===== src/rtl/mp3_stream_arb_pkg.sv =====
// mp3_stream_arb_pkg: shared constants for the MP3 stream arbiter.
// Contents: FSM state codes, source indices, and a helper that turns a source index into a one-hot grant.
// Build option: MP3_ARB_RR_EN selects round-robin tie-breaking in the top (fixed DMA priority otherwise).
package mp3_stream_arb_pkg;
    localparam logic [1:0] ST_IDLE  = 2'd0;
    localparam logic [1:0] ST_SHIFT = 2'd1;
    localparam logic [1:0] ST_GAP   = 2'd2;
    localparam logic SRC_DMA = 1'b0;
    localparam logic SRC_CPU = 1'b1;
    function automatic logic [1:0] src_onehot(input logic src);
        return src ? 2'b10 : 2'b01;
    endfunction
endpackage


===== src/rtl/mp3_stream_arb_if.sv =====
// mp3_stream_arb_if: byte-source handshakes and decoder serial pins of the MP3 stream arbiter.
// Signals: dma_valid/dma_byte/dma_ready (src 0), cpu_valid/cpu_byte/cpu_ready (src 1),
//          mp3_req (decoder request, async), mp3_clk/mp3_sync/mp3_data (serial output).
// Modports: master = sources and decoder side, slave = the arbiter.
interface mp3_stream_arb_if;
    logic       dma_valid, dma_ready, cpu_valid, cpu_ready;
    logic [7:0] dma_byte, cpu_byte;
    logic       mp3_req, mp3_clk, mp3_sync, mp3_data;
    modport master (
        output dma_valid, dma_byte, cpu_valid, cpu_byte, mp3_req,
        input  dma_ready, cpu_ready, mp3_clk, mp3_sync, mp3_data
    );
    modport slave (
        input  dma_valid, dma_byte, cpu_valid, cpu_byte, mp3_req,
        output dma_ready, cpu_ready, mp3_clk, mp3_sync, mp3_data
    );
endinterface


===== src/rtl/mp3_stream_arb_ser.sv =====
// mp3_stream_arb_ser: serialises one byte MSB-first onto mp3_clk/mp3_sync/mp3_data.
// Ports: clk, rst_n (async, active low), load + din (start a byte), mp3_clk/mp3_sync/mp3_data (registered pins),
//        done (high in the final clk cycle of bit 0).
// Each bit lasts 2*CLK_HALF clk cycles: mp3_clk low for the first CLK_HALF, high for the rest.
module mp3_stream_arb_ser #(
    parameter int CLK_HALF = 2
) (
    input  logic       clk,
    input  logic       rst_n,
    input  logic       load,
    input  logic [7:0] din,
    output logic       mp3_clk,
    output logic       mp3_sync,
    output logic       mp3_data,
    output logic       done
);
    localparam int CW = $clog2(2 * CLK_HALF);
    localparam logic [CW-1:0] LAST = CW'(2 * CLK_HALF - 1);
    localparam logic [CW-1:0] HALF = CW'(CLK_HALF);
    logic          active;
    logic [CW-1:0] cyc;
    logic [2:0]    idx;
    logic [7:0]    sh;
    assign done = active && cyc == LAST && idx == 3'd0;
    // Pins are registered and only change at a bit boundary while mp3_clk is low.
    always_ff @(posedge clk or negedge rst_n) begin
        if (!rst_n) begin
            active   <= 1'b0;
            cyc      <= '0;
            idx      <= '0;
            sh       <= '0;
            mp3_clk  <= 1'b0;
            mp3_sync <= 1'b0;
            mp3_data <= 1'b0;
        end else if (load) begin
            active   <= 1'b1;
            cyc      <= '0;
            idx      <= 3'd7;
            sh       <= din;
            mp3_clk  <= 1'b0;
            mp3_sync <= 1'b1;
            mp3_data <= din[7];
        end else if (active) begin
            if (cyc == LAST) begin
                cyc      <= '0;
                idx      <= idx - 3'd1;
                mp3_clk  <= 1'b0;
                mp3_sync <= 1'b0;
                mp3_data <= done ? 1'b0 : sh[idx-3'd1];
                active   <= !done;
            end else begin
                cyc     <= cyc + CW'(1);
                mp3_clk <= (cyc + CW'(1)) >= HALF;
            end
        end
    end
endmodule


===== src/rtl/mp3_stream_arb.sv =====
// mp3_stream_arb: shares the MP3 decoder serial port between SD DMA (src 0) and the CPU (src 1).
// Ports: clk, rst_n (async, active low), bus (mp3_stream_arb_if.slave: source handshakes + decoder pins),
//        busy (not idle), grant (one-hot owner of the byte in flight), byte_cnt (bytes fully sent, wraps).
// Build option: define MP3_ARB_RR_EN for round-robin tie-breaking; otherwise DMA always wins ties.
module mp3_stream_arb
    import mp3_stream_arb_pkg::*;
#(
    parameter int CLK_HALF = 2,
    parameter int IDLE_GAP = 3,
    parameter int CNT_W    = 16
) (
    input  logic                 clk,
    input  logic                 rst_n,
    mp3_stream_arb_if.slave      bus,
    output logic                 busy,
    output logic [1:0]           grant,
    output logic [CNT_W-1:0]     byte_cnt
);
    localparam int GW = $clog2(IDLE_GAP + 1);
    logic [1:0]    state;
    logic [GW-1:0] gcnt;
    logic          req_m, req_s, start, win, done;
    logic [7:0]    win_byte;
`ifdef MP3_ARB_RR_EN
    logic last_grant;
    // On a tie the source that did not send the previous byte wins.
    assign win = (bus.dma_valid && bus.cpu_valid) ? (last_grant == SRC_CPU ? SRC_DMA : SRC_CPU)
               : (bus.dma_valid ? SRC_DMA : SRC_CPU);
    always_ff @(posedge clk or negedge rst_n) begin
        if (!rst_n) last_grant <= SRC_CPU;
        else if (start) last_grant <= win;
    end
`else
    assign win = bus.dma_valid ? SRC_DMA : SRC_CPU;
`endif
    assign start    = state == ST_IDLE && req_s && (bus.dma_valid || bus.cpu_valid);
    assign win_byte = win == SRC_CPU ? bus.cpu_byte : bus.dma_byte;
    assign busy     = state != ST_IDLE;
    mp3_stream_arb_ser #(.CLK_HALF(CLK_HALF)) u_ser (
        .clk      (clk),
        .rst_n    (rst_n),
        .load     (start),
        .din      (win_byte),
        .mp3_clk  (bus.mp3_clk),
        .mp3_sync (bus.mp3_sync),
        .mp3_data (bus.mp3_data),
        .done     (done)
    );
    // Ready is registered so it rises together with mp3_sync, one clk after the decision.
    always_ff @(posedge clk or negedge rst_n) begin
        if (!rst_n) begin
            req_m         <= 1'b0;
            req_s         <= 1'b0;
            state         <= ST_IDLE;
            gcnt          <= '0;
            grant         <= 2'b00;
            byte_cnt      <= '0;
            bus.dma_ready <= 1'b0;
            bus.cpu_ready <= 1'b0;
        end else begin
            req_m         <= bus.mp3_req;
            req_s         <= req_m;
            bus.dma_ready <= start && win == SRC_DMA;
            bus.cpu_ready <= start && win == SRC_CPU;
            if (state == ST_IDLE && start) begin
                state <= ST_SHIFT;
                grant <= src_onehot(win);
            end else if (state == ST_SHIFT && done) begin
                state    <= ST_GAP;
                gcnt     <= '0;
                grant    <= 2'b00;
                byte_cnt <= byte_cnt + CNT_W'(1);
            end else if (state == ST_GAP) begin
                state <= gcnt == GW'(IDLE_GAP - 1) ? ST_IDLE : ST_GAP;
                gcnt  <= gcnt + GW'(1);
            end
        end
    end
endmodule


===== src/flat_wrapper.sv =====
// flat-port wrapper written by rule: the top's interface ports become plain ports
module mp3_stream_arb_flat import mp3_stream_arb_pkg::*;
#(
    parameter int CLK_HALF = 2,
    parameter int IDLE_GAP = 3,
    parameter int CNT_W    = 16
)
  (clk, rst_n, busy, grant, byte_cnt, bus_dma_valid, bus_dma_byte, bus_cpu_valid, bus_cpu_byte, bus_mp3_req, bus_dma_ready, bus_cpu_ready, bus_mp3_clk, bus_mp3_sync, bus_mp3_data);
  mp3_stream_arb_if bus_i ();
  input  logic clk;
  input  logic rst_n;
  output logic busy;
  output logic [1:0] grant;
  output logic [CNT_W-1:0] byte_cnt;
  input wire logic [$bits(bus_i.dma_valid)-1:0] bus_dma_valid;
  input wire logic [$bits(bus_i.dma_byte)-1:0] bus_dma_byte;
  input wire logic [$bits(bus_i.cpu_valid)-1:0] bus_cpu_valid;
  input wire logic [$bits(bus_i.cpu_byte)-1:0] bus_cpu_byte;
  input wire logic [$bits(bus_i.mp3_req)-1:0] bus_mp3_req;
  output wire logic [$bits(bus_i.dma_ready)-1:0] bus_dma_ready;
  output wire logic [$bits(bus_i.cpu_ready)-1:0] bus_cpu_ready;
  output wire logic [$bits(bus_i.mp3_clk)-1:0] bus_mp3_clk;
  output wire logic [$bits(bus_i.mp3_sync)-1:0] bus_mp3_sync;
  output wire logic [$bits(bus_i.mp3_data)-1:0] bus_mp3_data;
  assign bus_i.dma_valid = bus_dma_valid;
  assign bus_i.dma_byte = bus_dma_byte;
  assign bus_i.cpu_valid = bus_cpu_valid;
  assign bus_i.cpu_byte = bus_cpu_byte;
  assign bus_i.mp3_req = bus_mp3_req;
  assign bus_dma_ready = bus_i.dma_ready;
  assign bus_cpu_ready = bus_i.cpu_ready;
  assign bus_mp3_clk = bus_i.mp3_clk;
  assign bus_mp3_sync = bus_i.mp3_sync;
  assign bus_mp3_data = bus_i.mp3_data;
  mp3_stream_arb #(.CLK_HALF(CLK_HALF), .IDLE_GAP(IDLE_GAP), .CNT_W(CNT_W)) u_core (.clk(clk), .rst_n(rst_n), .bus(bus_i), .busy(busy), .grant(grant), .byte_cnt(byte_cnt));
endmodule

===== config.mk =====
export PLATFORM = sky130hd
export DESIGN_NAME = mp3_stream_arb_flat
export DESIGN_NICKNAME = d
export VERILOG_FILES = /design/src/rtl/mp3_stream_arb_pkg.sv /design/src/rtl/mp3_stream_arb_if.sv /design/src/rtl/mp3_stream_arb_ser.sv /design/src/rtl/mp3_stream_arb.sv /design/src/flat_wrapper.sv
export SDC_FILE = /design/constraint.sdc
export NUM_CORES = 1
export LEC_CHECK = 0
export ABC_CLOCK_PERIOD_IN_PS = 2400
export CAP_MARGIN = 20
export CORE_UTILIZATION = 31
export DETAILED_ROUTE_END_ITERATION = 10
export DONT_BUFFER_PORTS = 1
export HOLD_SLACK_MARGIN = 0.1
export PLACE_DENSITY = 0.44
export SLEW_MARGIN = 20
export SYNTH_ARGS = -nofsm -noshare
export SYNTH_HDL_FRONTEND = slang
export SYNTH_SLANG_ARGS = --single-unit

===== constraint.sdc =====
create_clock -name clk -period 2.4 [get_ports clk]
set_clock_uncertainty 0.05 [all_clocks]
set_input_delay 0.24 -clock clk [delete_from_list [all_inputs] [get_ports clk]]
set_output_delay 0.24 -clock clk [all_outputs]
set_load 0.01 [all_outputs]

==> flow_metrics.py, run 1 <==
metrics = {
    "worst_setup_path": {
        "r2r-end": "u_core.byte_cnt[1]$_DFFE_PN0P_",
        "required_ns": 2.52,
        "rr_startpoint": "u_core.u_ser.cyc[1]$_DFFE_PN0P_",
        "start_kind": "flop",
        "reg2reg_slack_ns": 0.54,
        "rr_worst_depth": 5,
        "critPathKind": "flop to flop",
        "critPathArrivalTime_ns": 1.98,
        "endpoint_kind": "flop",
        "crit_fanout": 18,
    },
    "place": {
        "dpl_cell_area_um2": 2040,
        "dp_hpwl_mm": 2.53,
        "pre_cts_ws_ns": 0.557,
        "dp_cells": 245,
        "portBuffers": 0,
        "routabilityCongestion": 0.785,
    },
    "finish": {
        "final_area_um2": 2170,
        "fin_cells": 256,
        "nets": 207,
        "final_common_cell": "dfrtp_1",
        "layout_common_cells": "dfrtp_1, nand2_1, xnor2_1",
        "drive_gt1_share_pct": 9.94,
        "fin_util_pct": 36.0,
        "area_delta_synth_final_pct": 10.2,
        "diodes": 0,
    },
    "route": {
        "detail_route.wl_per_cell_um": 14.3,
        "vias": 1251,
        "drt_first_iter_violations": 73,
        "viasPerCell": 4.89,
        "drc": 0,
        "antenna_left": 0,
        "dr.pass1.iters": 4,
        "routed_wirelength_mm": 3.66,
    },
    "timing": {
        "post-route-min-period_ns": 1.86,
        "rsz0062_at_grt": "false",
        "setup_tns_ns": 0,
        "timing.final.ws_setup_ns": 0.542,
        "setup_viol_count_final": 0,
        "maxSlewViolCount": 0,
        "report.final.hold_viol_count": 0,
        "worst_slew_pin_slew_ns": 0.388,
        "period_share_pct": 77.4,
        "slew_headroom_pct": 74.0,
        "whs_ns": 0.104,
        "timing.fmax_ghz": 0.538,
    },
    "clock_tree": {
        "cts_sinks": 42,
        "cts.path.max_buffers": 2,
        "htreeDepth": 2,
        "cts_tree": "yes",
        "clkLatencyLatePin_ns": 0.28,
        "root_buffer": "clkbuf_8",
        "cts_buffers": 5,
        "path_clk_slew_ns": 0.08,
    },
    "synthesis": {
        "yosysSeqAreaShare_pct": 53.4,
        "yosysWarnings": 0,
        "yosysUniqueCellTypes": 35,
        "avgSynthCellArea_um2": 11.3,
        "synthesis.nets": 200,
        "ys_ff_latch": 42,
        "synth.cell_area_um2": 1970,
        "netlist_instances": 174,
    },
    "global_routing": {
        "grt_pass1_wl_mm": 6.25,
        "overflow": 0,
        "antenna_found_initial": 0,
        "grt_pass1_vias": 1308,
        "grt_start_max_net_pins": 43,
        "grt_use_total_pct": 12.5,
    },
    "worst_hold_path": {
        "hold-path-cell-count": 2,
        "hold-path-endpoint": "u_core.u_ser.sh[7]$_DFFE_PN0P_",
        "min_path_type": "input pin to flop",
        "hp-start": "bus_dma_byte[7]",
    },
    "flow_run": {
        "max_cap_viol_count": 0,
    },
    "pwr": {
        "total_power_mw": 2.09,
        "peakVddDrop_v": 0.000374,
        "p_per_area_nw_per_um2": 962,
        "p_leak_nw": 0.999,
    },
    "die": {
        "num_rows": 28,
        "pin_count": 45,
        "fp.dieH_um": 81.7,
        "initial_core_util_pct": 32.6,
        "die_area_um2": 6670,
        "dieWidth_um": 81.7,
        "core_area_um2": 6030,
    },
    "status": {
        "outcome": "finished clean",
    },
}
synth_stat cells, drive strengths merged:
master | count | share of area (%)
mux2 | 1 | 0.57
nand3 | 7 | 1.8
or4b | 1 | 0.70
mux4 | 2 | 2.3
o211ai | 1 | 0.38
dfrtp | 42 | 53
xnor2 | 16 | 7.1
inv | 6 | 1.1
and4 | 3 | 1.3
and3 | 4 | 1.3
o22ai | 2 | 0.64
nor3 | 1 | 0.25
a211oi | 1 | 0.38
mux2i | 10 | 5.1
nor2 | 13 | 2.6
or2 | 1 | 0.32
nand4b | 1 | 0.76
nand2 | 20 | 3.8
a21o | 2 | 0.76
nor3b | 2 | 1.3
nor4b | 1 | 0.76
xor2 | 3 | 1.3
o21ai | 7 | 1.8
nor2b | 2 | 0.64
or3 | 1 | 0.32
buf | 6 | 1.8
and2 | 1 | 0.32
nand4 | 8 | 2.9
ha | 5 | 3.2
a21oi | 4 | 1.0
state kept, by name, summed over array words and instances (netlist names):
register               cells
u_core.u_ser.sh            8
u_core.bus.dma_ready       1
u_core.u_ser.mp3_data      1
u_core.byte_cnt           16
u_core.req_m               1
u_core.u_ser.cyc           2
u_core.grant               2
u_core.bus.cpu_ready       1
u_core.req_s               1
u_core.state               2
u_core.u_ser.active        1
u_core.u_ser.mp3_sync      1
u_core.gcnt                2
u_core.u_ser.idx           3
power breakdown:
group / total (mW) / switching [mW] / internal, mW
sequential: 1.10 / 0.210 / 0.891
clock: 0.420 / 0.220 / 0.200
combinational: 0.565 / 0.268 / 0.297
total: 2.09 / 0.698 / 1.39
worst max path at each step:
| stage | to | cells past startpoint | start |
|---|---|---|---|
| after detailed placement | u_core.byte_cnt[1]$_DFFE_PN0P_ | 5 | u_core.u_ser.cyc[1]$_DFFE_PN0P_ |
| after global routing | u_core.byte_cnt[1]$_DFFE_PN0P_ | 5 | u_core.u_ser.cyc[1]$_DFFE_PN0P_ |
| after CTS | u_core.byte_cnt[1]$_DFFE_PN0P_ | 6 | u_core.u_ser.idx[0]$_DFFE_PN0P_ |
| final | u_core.byte_cnt[1]$_DFFE_PN0P_ | 5 | u_core.u_ser.cyc[1]$_DFFE_PN0P_ |
| after global placement | u_core.byte_cnt[1]$_DFFE_PN0P_ | 6 | u_core.u_ser.idx[0]$_DFFE_PN0P_ |
| after floorplan | u_core.byte_cnt[15]$_DFFE_PN0P_ | 7 | u_core.u_ser.idx[0]$_DFFE_PN0P_ |
cell type report:
type,count,area [um2]
multi-input combinational,120,858
clock buffer,7,76.3
inverter,6,22.5
tap,75,93.8
fill,607,3860
sequential,42,1050
timing repair buffer,6,65.1
kinds of logic after synthesis:
family | synth area share [%]
AOI/OAI and AO/OA | 4.96
xor gates and xnor gates | 8.46
adders and majority gates | 3.18
buffers and inverters | 2.93
DFF | 53.4
muxes | 7.95
and+or+nand+nor | 19.1
critical path: stages (launching register included):
cell	delay (ns)
dfrtp_1	0.44
ha_1	0.29
nand4b_2	0.17
nor3b_4	0.18
buf_4	0.25
mux2_2	0.36
routing by layer:
metal  wire, um  GRT usage, %
met5          0             0
met4         37          4.21
met3        208          4.67
met2       1560          17.2
met1       1860          17.8
repair_timing:
| action | in CTS | in global routing |
|---|---|---|
| hold buffers | 4 | 0 |
| buffers inserted | 0 | 0 |
| resized for setup | 0 | 0 |
| endpoints found under the hold margin | 46 | 0 |
No activity file was read; power rests on OpenSTA's default activity.
==> run 2, diff against run 1 <==
--- a/config.mk
+++ b/config.mk
@@ -5,7 +5,7 @@
 export SDC_FILE = /design/constraint.sdc
 export NUM_CORES = 1
 export LEC_CHECK = 0
-export ABC_CLOCK_PERIOD_IN_PS = 2400
+export ABC_CLOCK_PERIOD_IN_PS = 1900
 export CAP_MARGIN = 20
 export CORE_UTILIZATION = 31
 export DETAILED_ROUTE_END_ITERATION = 10
==> constraint.sdc (replaced) <==
create_clock -name clk -period 1.9 [get_ports clk]
set_clock_uncertainty 0.05 [all_clocks]
set_input_delay 0.19 -clock clk [delete_from_list [all_inputs] [get_ports clk]]
set_output_delay 0.19 -clock clk [all_outputs]
set_load 0.01 [all_outputs]
==> flow_metrics.py, run 2 (synthesis results as in run 1) <==
metrics = {
    "timing": {
        "setup_tns_ns": 0,
        "post-route-min-period_ns": 1.74,
        "timing.fmax_ghz": 0.575,
        "report.final.hold_viol_count": 0,
        "worst_slew_pin_slew_ns": 0.558,
        "setup_viol_count_final": 0,
        "period_share_pct": 91.6,
        "rsz0062_at_grt": "false",
        "maxSlewViolCount": 0,
        "slew_headroom_pct": 62.8,
        "whs_ns": 0.143,
    },
    "route": {
        "drt_first_iter_violations": 118,
        "drc": 0,
        "maxUsedRoutingLayer": "met4",
        "wl_met3_um": 273,
        "met2_length_mm": 1.75,
        "viasPerCell": 4.92,
        "vias": 1367,
        "antenna_left": 0,
        "detail_route.wl_per_cell_um": 14.1,
        "dr.pass1.iters": 5,
        "routed_wirelength_mm": 3.92,
        "met1_length_mm": 1.83,
    },
    "global_routing": {
        "grt_pass1_vias": 1398,
        "grt_use_total_pct": 13.2,
        "overflow": 0,
        "grt_pass1_wl_mm": 6.57,
        "grt_start_max_net_pins": 43,
        "antenna_found_initial": 0,
    },
    "worst_setup_path": {
        "cpMaxStageDelayCell": "dfrtp_1",
        "start_kind": "flop",
        "critPathArrivalTime_ns": 1.87,
        "critPathKind": "flop to flop",
        "required_ns": 2.03,
        "critPathMaxStageDelay_ns": 0.39,
        "crit_chain": "inv_1 -> ha_1 -> nand4b_2 -> nor3b_4 -> buf_12 -> mux2_2",
        "startpoint": "u_core.u_ser.idx[0]$_DFFE_PN0P_",
        "endpoint_kind": "flop",
        "rr_startpoint": "u_core.u_ser.idx[0]$_DFFE_PN0P_",
        "crit_fanout": 18,
    },
    "finish": {
        "layout_common_cells": "dfrtp_1, nand2_1, dlygate4sd3_1",
        "area_delta_synth_final_pct": 22.2,
        "final_common_cell": "dfrtp_1",
        "seqCellArea_um2": 1050,
        "multi_input_area_um2": 858,
        "largest_reg_flops": 16,
        "drive_gt1_share_pct": 13.3,
        "fillCellCount": 588,
        "nets": 228,
        "reg_top3": "u_core.byte_cnt: 16 flops, u_core.u_ser.sh: 8 flops, u_core.u_ser.idx: 3 flops",
        "diodes": 0,
        "largest_register": "u_core.byte_cnt",
    },
    "clock_tree": {
        "path_clk_slew_ns": 0.08,
        "post_cts_buffers": 0,
        "htreeDepth": 2,
        "cts.path.max_buffers": 2,
        "cts_sinks": 42,
        "cts_buffers": 5,
        "root_buffer": "clkbuf_8",
        "clkLatencyLatePin_ns": 0.29,
        "cts_tree": "yes",
    },
    "place": {
        "routabilityCongestion": 0.732,
        "portBuffers": 0,
        "dp_hpwl_mm": 2.66,
    },
    "die": {
        "core_area_um2": 6030,
        "initial_core_util_pct": 32.6,
        "fp.dieH_um": 81.7,
        "num_rows": 28,
        "pin_count": 45,
        "die_area_um2": 6670,
        "dieWidth_um": 81.7,
    },
    "status": {
        "outcome": "finished clean",
    },
    "worst_hold_path": {
        "hp-start": "bus_dma_valid",
        "min_path_type": "input pin to flop",
    },
    "pwr": {
        "p_leak_nw": 1.11,
        "total_power_mw": 2.82,
        "peakVddDrop_v": 0.000465,
        "p_per_area_nw_per_um2": 1170,
    },
    "flow_run": {
        "max_cap_viol_count": 0,
    },
}
## run 2: changes by cell type in the layout (fill, tap and decap cells not counted), sizes merged
cell	delta
buf	+6
dlymetal6s4s	+1
clkinvlp	+1
dlygate4sd3	+14
clkinv	+1
clkbuf	-1
## run 2: power breakdown
part / switching, mW / internal [mW] / total, mW
registers: 0.195 / 1.13 / 1.32
clock network: 0.314 / 0.292 / 0.606
logic: 0.432 / 0.462 / 0.895
total: 0.941 / 1.88 / 2.82
## run 2: path summary, 6_finish.rpt
check | endpoint | slack, ns | cells past startpoint
max | u_core.byte_cnt[1]$_DFFE_PN0P_ | 0.16 | 6
min | u_core.u_ser.sh[7]$_DFFE_PN0P_ | 0.14 | 3
max reg2reg | u_core.byte_cnt[1]$_DFFE_PN0P_ | 0.16 | 6
min reg2reg | u_core.req_s$_DFF_PN0_ | 0.31 | 0
max in group asynchronous | u_core.byte_cnt[9]$_DFFE_PN0P_ | 1.25 | 2
min in group asynchronous | u_core.gcnt[1]$_DFFE_PN0P_ | 0.35 | 2
## run 2: metrics by stage
step | setup WS, ns | cell area (um2) | cells | utilization [%]
final | 0.160 | 2400 | 278 | 39.9
after global routing | 0.0516 | 2400 | 278 | 39.9
after CTS | 0.0831 | 2400 | 278 | 39.8
after detailed placement | 0.154 | 2100 | 251 | 34.8
after global placement | 0.198 | 2100 | 251 | 34.8
after floorplan | 0.180 | 1970 | 174 | -
## run 2: critical path, delay by kind of cell (launching register included)
| family | cells | cell delay, ns |
|---|---|---|
| muxes | 1 | 0.34 |
| buffers and inverters | 2 | 0.29 |
| DFF | 1 | 0.39 |
| adders and majority gates | 1 | 0.19 |
| and+or+nand+nor | 2 | 0.38 |
## run 2: layout make-up
| cell class | instances | share of cell area [%] |
|---|---|---|
| clock buffers | 6 | 3.44 |
| clock inverters | 2 | 0.521 |
| inverters | 6 | 0.937 |
| multi-input cells | 120 | 35.7 |
| flip-flops and latches | 42 | 43.7 |
| well taps | 75 | 3.90 |
| repair buffers | 27 | 11.8 |
## run 2: metal layers
layer | global-route usage [%] | up-vias
met3 | 4.89 | 9
met2 | 19.5 | 41
met4 | 5.96 | 0
met5 | 0 | -
li1 | - | 660
met1 | 17.1 | 657
## run 2: what timing repair did
action	CTS	global route
gates resized for setup	0	1
hold buffers	19	0
setup endpoints to repair	0	5
hold endpoints to repair	56	0
==> run 3, diff against run 2 <==
--- a/config.mk
+++ b/config.mk
@@ -7,6 +7,7 @@
 export LEC_CHECK = 0
 export ABC_CLOCK_PERIOD_IN_PS = 1900
 export CAP_MARGIN = 20
+export CORE_MARGIN = 5
 export CORE_UTILIZATION = 31
 export DETAILED_ROUTE_END_ITERATION = 10
 export DONT_BUFFER_PORTS = 1
==> flow_metrics.py, run 3 (synthesis results as in run 1) <==
metrics = {
    "status": {
        "outcome": "finished clean",
    },
    "pwr": {
        "clkPwrFrac_pct": 24.6,
        "p_leak_nw": 1.11,
        "switchingPower_uw": 916,
        "combPwrFrac_pct": 28.8,
        "p_per_area_nw_per_um2": 1210,
        "peakVddDrop_v": 0.000398,
        "power.internal_mw": 1.98,
        "swShare_pct": 31.6,
        "p_seq_share_pct": 46.6,
    },
    "flow_run": {
        "max_cap_viol_count": 0,
    },
    "clock_tree": {
        "htreeDepth": 2,
        "cts_tree": "yes",
        "path_clk_slew_ns": 0.08,
        "cts_sinks": 42,
        "root_buffer": "clkbuf_8",
        "cts.path.max_buffers": 2,
        "clkLatencyLatePin_ns": 0.29,
        "post_cts_buffers": 0,
        "cts_buffers": 5,
    },
    "worst_setup_path": {
        "startpoint": "u_core.u_ser.idx[0]$_DFFE_PN0P_",
        "crit_fanout": 8,
        "endpoint_kind": "flop",
        "start_kind": "flop",
        "rr_startpoint": "u_core.u_ser.idx[0]$_DFFE_PN0P_",
        "required_ns": 2.03,
        "critPathArrivalTime_ns": 1.87,
        "critPathKind": "flop to flop",
    },
    "timing": {
        "period_share_pct": 91.8,
        "report.final.hold_viol_count": 0,
        "worst_slew_pin_slew_ns": 0.588,
        "setup_viol_count_final": 0,
        "setup_tns_ns": 0,
        "maxSlewViolCount": 0,
        "post-route-min-period_ns": 1.74,
        "timing.fmax_ghz": 0.574,
        "slew_headroom_pct": 60.8,
        "rsz0062_at_grt": "false",
    },
    "die": {
        "dieWidth_um": 89.7,
        "initial_core_util_pct": 31.3,
        "fp.dieH_um": 89.7,
        "core_area_um2": 6280,
        "pin_count": 45,
        "num_rows": 29,
        "die_area_um2": 8040,
    },
    "route": {
        "drt_first_iter_violations": 45,
        "drc": 0,
        "dr.pass1.iters": 2,
        "met2_length_mm": 1.92,
        "wl_met3_um": 318,
        "antenna_left": 0,
        "maxUsedRoutingLayer": "met4",
        "routed_wirelength_mm": 4.10,
        "met1_length_mm": 1.81,
        "vias": 1330,
        "viasPerCell": 4.78,
        "detail_route.wl_per_cell_um": 14.8,
    },
    "finish": {
        "nets": 227,
        "final_common_cell": "dfrtp_1",
        "diodes": 0,
        "largest_reg_flops": 16,
        "area_delta_synth_final_pct": 21.8,
        "layout_common_cells": "dfrtp_1, nand2_1, dlygate4sd3_1",
        "drive_gt1_share_pct": 12.9,
        "fillCellCount": 615,
        "reg_top3": "u_core.byte_cnt: 16 flops, u_core.u_ser.sh: 8 flops, u_core.u_ser.idx: 3 flops",
        "fin_cells": 278,
        "largest_register": "u_core.byte_cnt",
    },
    "place": {
        "portBuffers": 0,
        "dp_cells": 252,
        "routabilityCongestion": 0.828,
        "dp_hpwl_mm": 2.90,
    },
    "worst_hold_path": {
        "hp-start": "bus_dma_valid",
        "min_path_type": "input pin to flop",
    },
    "global_routing": {
        "grt_use_total_pct": 11.0,
        "overflow": 0,
        "grt_start_max_net_pins": 43,
        "grt_pass1_wl_mm": 6.71,
        "antenna_found_initial": 0,
        "grt_pass1_vias": 1430,
    },
}
-- run 3: worst max-delay path: stages, from the launching register on --
cell,delay (ns)
dfrtp_1,0.43
inv_2,0.10
ha_1,0.18
nand4b_2,0.15
nor3b_4,0.21
buf_4,0.18
mux2_2,0.33
-- run 3: through the flow --
step | hold slack [ns] | power (mW) | worst slack [ns] | instance area, um2 | util [%]
after floorplan | -0.156 | 1.95 | 0.180 | 1970 | -
after global placement | -0.154 | 2.10 | 0.167 | 2080 | 33.1
after detailed placement | -0.154 | 2.15 | 0.108 | 2080 | 33.1
after CTS | 0.137 | 2.94 | 0.0284 | 2390 | 38.1
after global routing | 0.161 | 3.09 | 0.0432 | 2400 | 38.2
final | 0.137 | 2.90 | 0.157 | 2400 | 38.2
-- run 3: path summary, 6_finish.rpt --
path	endpoint	slack, ns	cells after the start
hold reg to reg	u_core.req_s$_DFF_PN0_	0.31	0
max in group asynchronous	u_core.grant[1]$_DFFE_PN0P_	1.28	2
hold / removal	u_core.u_ser.sh[7]$_DFFE_PN0P_	0.14	3
setup / recovery	u_core.byte_cnt[1]$_DFFE_PN0P_	0.16	6
setup reg to reg	u_core.byte_cnt[1]$_DFFE_PN0P_	0.16	6
min in group asynchronous	u_core.byte_cnt[15]$_DFFE_PN0P_	0.31	2
-- run 3: what timing repair did --
| item | in CTS | in global routing |
|---|---|---|
| hold buffers | 19 | 0 |
| endpoints found under the hold margin | 56 | 0 |
| setup endpoints to repair | 0 | 9 |
| resized for setup | 0 | 2 |
-- run 3: layout make-up --
cell class	instances	area, um2	area share, %
sequential	42	1050	43.9
multi-input combinational	120	858	35.8
timing repair buffer	26	255	10.7
tap	77	96.3	4.02
clock buffer	6	82.6	3.45
clock inverter	1	30.0	1.25
inverter	6	22.5	0.940
-- run 3: per-layer routing --
layer,vias up,track usage [%]
met1,646,13.1
met2,27,17.8
met5,-,0
met4,0,4.47
li1,652,-
met3,5,4.11
-- run 3: power groups by stage --
stage / Sequential, mW / Clock (mW) / Combinational, mW
2_1_floorplan: 1.31 / 0 / 0.634
3_3_place_gp: 1.36 / 0 / 0.738
3_5_place_dp: 1.37 / 0 / 0.778
4_1_cts: 1.35 / 0.742 / 0.843
5_1_grt: 1.39 / 0.767 / 0.939
6_report: 1.35 / 0.713 / 0.833
==> RTL edit (settings of run 3) <==
Add a define of `MP3_ARB_RR_EN`.
--- a/src/rtl/mp3_stream_arb.sv
+++ b/src/rtl/mp3_stream_arb.sv
@@ -4,2 +4,4 @@
 // Build option: define MP3_ARB_RR_EN for round-robin tie-breaking; otherwise DMA always wins ties.
+`define MP3_ARB_RR_EN
+
 module mp3_stream_arb
Check against the original RTL: same outputs for any inputs over 10 cycles, from zero or initial values and one cycle with rst_n low; that may be too few to reach the edited logic, so the function may still have changed.
==> RTL edit against run 3 <==
The run now ends with negative setup slack left; utilization grew 2.6 points; synthesized cell count grew 3.4%; fmax shrank 12%; count of clock-buffer cells in the layout shrank 1; wire length grew 1.9%; cell area grew 6.9%; synthesized area grew 0.51%; worst setup slack lost 0.24 ns; sequential cell count grew 1; power grew 6.9%.
==> RTL edit: results (changes against run 3) <==
# setup viols final 5 (+5); Post-DP HPWL 2980 microns (+2.6%); Slew headroom 0.814 (+0.207); multiplexer share of the synthesized area 0.0797 (+0.000230); layout cells sized above 1 0.216 (+0.0862); GR Layer Usage met2 0.195 (+0.0170); commonest cells in the netlist 42 x dfrtp_1, 24 x nand2_1, 15 x nor2_1, 12 x xnor2_1, 11 x o21ai_0; NetSw 0.970 mW (+5.9%); Gate power share 0.347 (+0.059); pre-CTS worst setup slack -0.106 ns (-0.214 ns); HP Start bus_cpu_byte[7]; Worst Path Arrival 2.16 ns (+0.29 ns); Netlist cell types 32 (-8.6%); met1 Track Usage GR 0.132 (+0.00104); metal2 WL 2120 microns (+10%); syn_nets 206 (+3.0%); WL final 4180 microns (+1.9%); Max rail drop VDD 0.500 mV (+26%); Adder-Cell Fraction of Synth Area 0.0316 (-0.000161); Iter 0 DRT Violations 27 (-40%); Leak Pwr 1.21 nW (+9.2%); synth top area cells dfrtp_1 53%, xnor2_1 5.3%, mux2i_1 4.6%, nand2_1 4.6%, ha_1 3.2%; routed wl met3 289 microns (-9.1%); first-pass iteration count of the detailed router 4 (+2); htree depth 2 (unchanged); Mapped Cells 180 (+3.4%); XOR/XNOR Fraction of Synth Area 0.0842 (-0.000428); GPL Wtd Cong 0.708 (-14%); vias in the first global route 1,507 (+5.4%); Post-Layout Cell Count 295 (+6.1%); Clock transition at path regs 0.08 ns (about the same); failing checks negative setup slack; clk buf depth 2 (unchanged); Async S/R FF share, synth 1.00 (unchanged); vias 1,421 (+6.8%); Post-layout nets 243 (+7.0%); switching portion of total power 0.313 (-0.00303); Setup WS post-layout -0.0861 ns (-0.243 ns); gr usage total 0.112 (+0.00272); M1 wire length 1710 microns (-5.1%); fillcell total 607 (-1.3%); grt met3 use 0.0359 (-0.00517); global-route wire length before repair 7530 microns (+12%); sequential area share after synthesis 0.545 (+0.0106); status finished, violations left; Post-Place Cells 264 (+4.8%); worst setup path startpoint u_core.u_ser.idx[0]; Max FO, Critical Path 5 (-3); Synth Area in Compound Gates 0.0690 (+0.0194); pin count of the biggest net entering global routing 44 (+2.3%); TNS Setup -0.294 ns (-0.294 ns)
RTL edit: cell types whose count changed in the layout (fill, tap and decap cells not counted), sizes merged, moves of 2 or more:
cell,change
buf,+12
nand3,-3
inv,+2
nor2,+2
nor3b,-2
clkinv,+2
xor2,+4
and2,+2
nand2,+4
xnor2,-4
o21ai,+4
nor3,+2
and3,-4
RTL edit: repair_timing:
action | 4_1_cts | 5_1_grt
hold endpoints to repair | 52 | 0
setup buffers | 4 | 2
gates resized for setup | 7 | 11
setup endpoints to repair | 12 | 20
hold buffers | 18 | 0
pin swaps | 6 | 11
RTL edit: critical path: stages, from the launching register on:
cell and delay [ns]:
dfrtp_1 0.40, inv_2 0.09, ha_4 0.13, or3b_4 0.37, or4_4 0.58, nor3_4 0.14
xor2_1 0.15
RTL edit: final timing paths:
check	to	slack (ns)	cells after the start
max in group asynchronous	u_core.last_grant	1.20	2
worst max-delay path	u_core.byte_cnt[14]	-0.09	6
worst max register to register	u_core.byte_cnt[14]	-0.09	6
min in group asynchronous	u_core.u_ser.cyc[1]	0.35	2
worst min register to register	u_core.req_s	0.31	0
worst min-delay path	u_core.u_ser.mp3_data	0.10	2
RTL edit: stage by stage:
stage	instance area [sq um]	hold slack [ns]	utilization
after floorplan	1980	-0.156	-
after global placement	2140	-0.153	0.341
after detailed placement	2140	-0.154	0.341
after CTS	2510	0.103	0.400
after global routing	2560	0.134	0.408
final	2560	0.105	0.408
RTL edit: cell type report:
type	instances	area, sq um	share of cell area
well taps	77	96.3	0.0376
clock buffers	5	68.8	0.0269
inverters	8	30.0	0.0117
clock inverters	3	43.8	0.0171
flip-flops and latches	43	1080	0.421
multi-input cells	122	897	0.350
repair buffers	37	348	0.136
